## src/rtl/reaction_round_ctrl.sv

```systemverilog
// Reaction-timer round controller: random wait, LED stimulus, BCD reaction count, best score, display mux.
// All outputs registered (one edge after the decision); pulse inputs, no backpressure. Define FALSE_START_EN for early-press detection.
module reaction_round_ctrl #(
   parameter int DIGITS    = 4,
   parameter int DELAY_W   = 12,
   parameter int TICK_DIV  = 50000,
   parameter int MIN_DELAY = 500
) (
   input  logic                  clk,
   input  logic                  rst_n,
   input  logic                  start_btn,
   input  logic                  react_btn,
   input  logic                  show_best,
   input  logic [DELAY_W-1:0]    rand_delay,
   output logic                  led,
   output logic [4*DIGITS-1:0]   digits,
   output logic [2:0]            state,
   output logic                  false_start,
   output logic                  new_best,
   output logic [7:0]            rounds
);

   localparam int CNT_W  = 4 * DIGITS;
   localparam int WAIT_W = DELAY_W + 1;
   localparam int PRE_W  = $clog2(TICK_DIV);

   localparam logic [CNT_W-1:0]  ALL_NINES = {DIGITS{4'h9}};
   localparam logic [CNT_W-1:0]  ALL_ERR   = {DIGITS{4'hE}};
   localparam logic [PRE_W-1:0]  PRE_LAST  = PRE_W'(TICK_DIV - 1);
   localparam logic [WAIT_W-1:0] MIN_W     = WAIT_W'(MIN_DELAY);

   typedef enum logic [2:0] {
      S_IDLE  = 3'd0,
      S_WAIT  = 3'd1,
      S_RUN   = 3'd2,
      S_DONE  = 3'd3,
      S_FALSE = 3'd4
   } state_t;

   state_t             state_q, state_nxt;
   logic [PRE_W-1:0]   presc_q;
   logic [WAIT_W-1:0]  wait_q, wait_nxt;
   logic [CNT_W-1:0]   cnt_q, cnt_nxt, cnt_inc;
   logic [CNT_W-1:0]   best_q, best_nxt;
   logic [7:0]         rounds_q, rounds_nxt;
   logic               tick, enter_wait, enter_run;
   logic               cnt_full, react_ok, early_react, better;
   logic               led_nxt, nb_nxt;
   logic [CNT_W-1:0]   digits_nxt;

   function automatic logic [CNT_W-1:0] bcd_inc(input logic [CNT_W-1:0] v);
      logic [CNT_W-1:0] r;
      logic             carry;
      r     = v;
      carry = 1'b1;
      for (int i = 0; i < DIGITS; i++) begin
         if (carry) begin
            if (v[4*i +: 4] == 4'd9) begin
               r[4*i +: 4] = 4'd0;
            end else begin
               r[4*i +: 4] = v[4*i +: 4] + 4'd1;
               carry       = 1'b0;
            end
         end
      end
      return r;
   endfunction

   // Magnitude compare from the most significant digit down.
   function automatic logic bcd_lt(input logic [CNT_W-1:0] a, input logic [CNT_W-1:0] b);
      logic decided;
      logic lt;
      decided = 1'b0;
      lt      = 1'b0;
      for (int i = DIGITS - 1; i >= 0; i--) begin
         if (!decided && (a[4*i +: 4] != b[4*i +: 4])) begin
            decided = 1'b1;
            lt      = (a[4*i +: 4] < b[4*i +: 4]);
         end
      end
      return lt;
   endfunction

   assign tick     = (presc_q == PRE_LAST);
   assign cnt_inc  = bcd_inc(cnt_q);
   assign cnt_full = (cnt_inc == ALL_NINES);
   assign react_ok = (state_q == S_RUN) && react_btn;
   assign better   = bcd_lt(cnt_q, best_q);

`ifdef FALSE_START_EN
   assign early_react = react_btn;
`else
   assign early_react = 1'b0;
`endif

   always_ff @(posedge clk or negedge rst_n) begin
      if (!rst_n) begin
         state_q <= S_IDLE;
      end else begin
         state_q <= state_nxt;
      end
   end

   // An early press wins over the tick that would have lit the LED.
   always_comb begin
      state_nxt = state_q;
      unique case (state_q)
         S_IDLE, S_DONE, S_FALSE: begin
            if (start_btn) state_nxt = S_WAIT;
         end
         S_WAIT: begin
            if (early_react) begin
               state_nxt = S_FALSE;
            end else if (tick && (wait_q <= WAIT_W'(1))) begin
               state_nxt = S_RUN;
            end
         end
         S_RUN: begin
            if (react_btn || (tick && cnt_full)) state_nxt = S_DONE;
         end
         default: state_nxt = S_IDLE;
      endcase
   end

   assign enter_wait = (state_nxt == S_WAIT) && (state_q != S_WAIT);
   assign enter_run  = (state_nxt == S_RUN)  && (state_q != S_RUN);

   always_comb begin
      wait_nxt   = wait_q;
      cnt_nxt    = cnt_q;
      best_nxt   = best_q;
      rounds_nxt = rounds_q;
      nb_nxt     = 1'b0;
      if (enter_wait) begin
         wait_nxt = {1'b0, rand_delay} + MIN_W;
         cnt_nxt  = '0;
      end else if ((state_q == S_WAIT) && tick && (wait_q != '0)) begin
         wait_nxt = wait_q - 1'b1;
      end
      if (enter_run) begin
         cnt_nxt = '0;
      end else if ((state_q == S_RUN) && tick && !react_btn) begin
         cnt_nxt = cnt_inc;
      end
      if (react_ok) begin
         rounds_nxt = (rounds_q == 8'hFF) ? rounds_q : rounds_q + 8'd1;
         if (better) begin
            best_nxt = cnt_q;
            nb_nxt   = 1'b1;
         end
      end
   end

   always_ff @(posedge clk or negedge rst_n) begin
      if (!rst_n) begin
         presc_q  <= '0;
         wait_q   <= '0;
         cnt_q    <= '0;
         best_q   <= ALL_NINES;
         rounds_q <= '0;
      end else begin
         presc_q  <= (enter_wait || enter_run || tick) ? '0 : presc_q + 1'b1;
         wait_q   <= wait_nxt;
         cnt_q    <= cnt_nxt;
         best_q   <= best_nxt;
         rounds_q <= rounds_nxt;
      end
   end

   always_comb begin
      led_nxt    = (state_nxt == S_RUN);
      digits_nxt = best_nxt;
      unique case (state_nxt)
         S_WAIT:  digits_nxt = '0;
         S_RUN:   digits_nxt = cnt_nxt;
         S_DONE:  digits_nxt = show_best ? best_nxt : cnt_nxt;
         S_FALSE: digits_nxt = show_best ? best_nxt : ALL_ERR;
         default: digits_nxt = best_nxt;
      endcase
   end

   always_ff @(posedge clk or negedge rst_n) begin
      if (!rst_n) begin
         led      <= 1'b0;
         digits   <= ALL_NINES;
         new_best <= 1'b0;
      end else begin
         led      <= led_nxt;
         digits   <= digits_nxt;
         new_best <= nb_nxt;
      end
   end

`ifdef FALSE_START_EN
   always_ff @(posedge clk or negedge rst_n) begin
      if (!rst_n) begin
         false_start <= 1'b0;
      end else begin
         false_start <= (state_nxt == S_FALSE);
      end
   end
`else
   assign false_start = 1'b0;
`endif

   assign state  = state_q;
   assign rounds = rounds_q;

endmodule

```

## config.mk

```make
export PLATFORM = sky130hd
export DESIGN_NAME = reaction_round_ctrl
export DESIGN_NICKNAME = d
export VERILOG_FILES = /design/src/rtl/reaction_round_ctrl.sv
export SDC_FILE = /design/constraint.sdc
export NUM_CORES = 1
export LEC_CHECK = 0
export BUFFER_PORTS_ARGS = -buffer_cell sky130_fd_sc_hd__buf_2
export CORE_AREA = 4 4 103 105
export DETAILED_ROUTE_END_ITERATION = 6
export DIE_AREA = 0 0 107 109
export HOLD_SLACK_MARGIN = 0.1
export PLACE_DENSITY = 0.81
export REMOVE_ABC_BUFFERS = 1
export SYNTH_ARGS = -nofsm -noshare
export SYNTH_HDL_FRONTEND = slang
export SYNTH_SLANG_ARGS = --single-unit
```

## constraint.sdc

```tcl
create_clock -name clk -period 8.9 [get_ports clk]
set_clock_uncertainty 0.1 [all_clocks]
set_input_delay 1.78 -clock clk [delete_from_list [all_inputs] [get_ports clk]]
set_output_delay 1.78 -clock clk [all_outputs]
set_load 0.01 [all_outputs]
```

==> impl_metrics.yaml <==
outcome:
  status: "completed"
routing:
  drt_iter0_drc: 473
  wirelength_mm: 12.8
  drc: 0
  vias: 4532
  antenna_left: 0
  firstDrtPassIters: 5
  vias_per_cell: 6.04
  wl_per_cell_um: 17.1
finish:
  final_common_cell: "dfrtp_1"
  fin_area_um2: 5700
  mostFrequentLayoutCells: "dfrtp_1, nor2_1, buf_2, nand2_1, inv_1"
  drive_gt1_share_pct: 14.9
  area_growth_pct: 8.99
  finalNetCount: 650
  n_antenna_cell: 0
  fin_util_pct: 59.2
  fillers: 887
floorplan:
  dieArea_um2: 11700
  core_area_um2: 9640
  rows: 36
  io_pins: 47
  start_util_pct: 54.3
  die_w_um: 107
  dieHeight_um: 109
timing:
  whs_ps: 386
  fin_crit_ps: 4400
  max_slew_margin_pct: 25.7
  hold_violations: 0
  rsz0062_at_grt: "no"
  max_freq_mhz: 227
  setup-tns-final_ps: 0
  drv_slew: 0
  finalCritPeriodShare_pct: 49.5
  setup_viol: 0
  worst_pin_slew_ps: 1110
critical_path:
  r2r_slack_ps: 5070
  cp.required_ps: 9100
  endpoint_kind: "register"
  cp-start-kind: "primary input"
  worstPathMaxFanout: 11
  path_class: "primary input to register"
  cp.arrival_ps: 4600
yosys:
  ys_seq_area_share_pct: 43.4
  async_reset_ff_share_pct: 100
  synth-seq-cells: 90
  synth_area_leaders: "dfrtp_1, dfstp_2, ha_1"
  syn_inst: 578
  synthFlopType: "dfrtp_1"
  synth_top_cell_area_share_pct: 35.4
  synth-warning-count: 0
  synth-edff-count: 0
  synth_area_um2: 5230
  synth.distinct_cells: 68
  yosysTopAreaCell: "dfrtp_1"
  syn_avg_cell_area_um2: 9.05
job:
  maxCapViolCount: 0
global_routing:
  grt-ovfl-total: 0
  grt_max_degree: 53
  grt_antenna_before_repair: 0
  grt_pass1_wl_mm: 21.2
  grt_pass1_vias: 4429
  grt_util_all_layers_pct: 23.0
placed_design:
  dpl_cell_area_um2: 5530
  io_buffers: 45
  dp_hpwl_mm: 9.33
  gp_congestion: 0.988
pwr:
  finalPower_mw: 1.15
  ir_drop_mv: 0.111
  leakagePower_nw: 2.74
  powerDensity_nw_per_um2: 202
clocking:
  cts_buffers: 9
  htree_levels: 3
  cts_max_path_buffers: 2
  clk_pin_slew_worst_paths_ps: 90
  hold_buffers: 0
  post_cts_buffers: 0
  ctsResizeCount: 0
  cts-root-buf: "clkbuf_8"
  clock_sinks: 90
  cts_tree: "done"
  clk_latency_ps: 370
min_path:
  min_path_type: "register to register"
## final cells by class
type	instances	area, um2	area share, %
Timing Repair Buffer	47	243	4.26
Multi-Input combinational cell	421	2690	47.2
Clock buffer	10	128	2.24
Sequential cell	90	2270	39.8
Inverter	43	161	2.83
Tap cell	133	166	2.92
Clock inverter	6	43.8	0.768
## sequential cells by signal, summed over array words and instances, names as in the netlist
register	count
best_q	16
cnt_q	16
digits	16
led	1
new_best	1
presc_q	16
rounds	8
state	3
wait_q	13
## cell usage after synthesis, types with 2 or more instances
master and instances:
dfrtp_1 74, nor2_1 70, inv_1 43, nand2_1 43, a21oi_1 31, o21ai_0 28
ha_1 21, nand3_1 21, xnor2_1 20, clkbuf_1 18, dfstp_2 16, nor3_1 14
xor2_1 13, nand4_1 12, nor2b_1 10, a21o_1 9, mux2i_1 9, and3_1 8
nor4_1 7, a22oi_1 6, and2_1 6, nand2b_1 6, o221ai_1 6, a22o_1 5
a31oi_1 5, o21a_1 5, or3_1 5, a211oi_1 4, mux2_2 4, o211ai_1 4
o22ai_1 4, a211o_1 3, nor4bb_1 3, or4_1 3, and4_1 2, and4bb_2 2
buf_1 2, buf_6 2, o21bai_1 2, o31a_1 2, o31ai_1 2, or2_2 2
## power breakdown
part / internal [mW] / total, mW / switching, mW
Combinational: 0.136 / 0.337 / 0.200
Sequential: 0.488 / 0.568 / 0.0802
Clock: 0.101 / 0.248 / 0.147
## logic make-up after synthesis
family                   after synthesis  synth area share (%)
AO/OA/AOI/OAI                        128                  16.2
XOR/XNOR                              33                  5.52
adder cells (fa/ha/maj)               21                  5.02
buffers and inverters                 67                  5.19
flip-flops                            90                  43.4
multiplexers                          13                  2.58
other                                  1                0.0717
AND/OR/NAND/NOR                      225                  22.0
## through the flow
step                cells  setup WS (ps)
CTS                   750           4620
finish                750           4500
floorplan             554           4900
detailed placement    734           4270
global placement      734           4310
global route          750           4410
## critical path: stages
cell       delay [ps]
buf_2             120
or4b_2            720
o31a_1            200
a22oi_1           890
a21oi_1           250
nor4_1            290
o21a_1            160
a2bb2oi_1         170
## per-layer routing
layer  global-route usage [%]  part of all wire [%]  vias to the layer above
met2                     38.0                    49                      195
met5                        0                     0                        -
met1                     29.5                    41                     2170
met4                     10.2                   3.3                        0
met3                     4.44                   7.3                       48
li1                         -                     -                     2119
## path summary, 6_finish.rpt
path | start | to | cells past startpoint
max | start_btn | digits[3] | 8
min | presc_q[0] | presc_q[0] | 1
max reg2reg | presc_q[4] | digits[14] | 8
min reg2reg | presc_q[0] | presc_q[0] | 1
max in group asynchronous | rst_n | cnt_q[3] | 2
min in group asynchronous | rst_n | best_q[5] | 1
(Power assumes the default switching activity.)
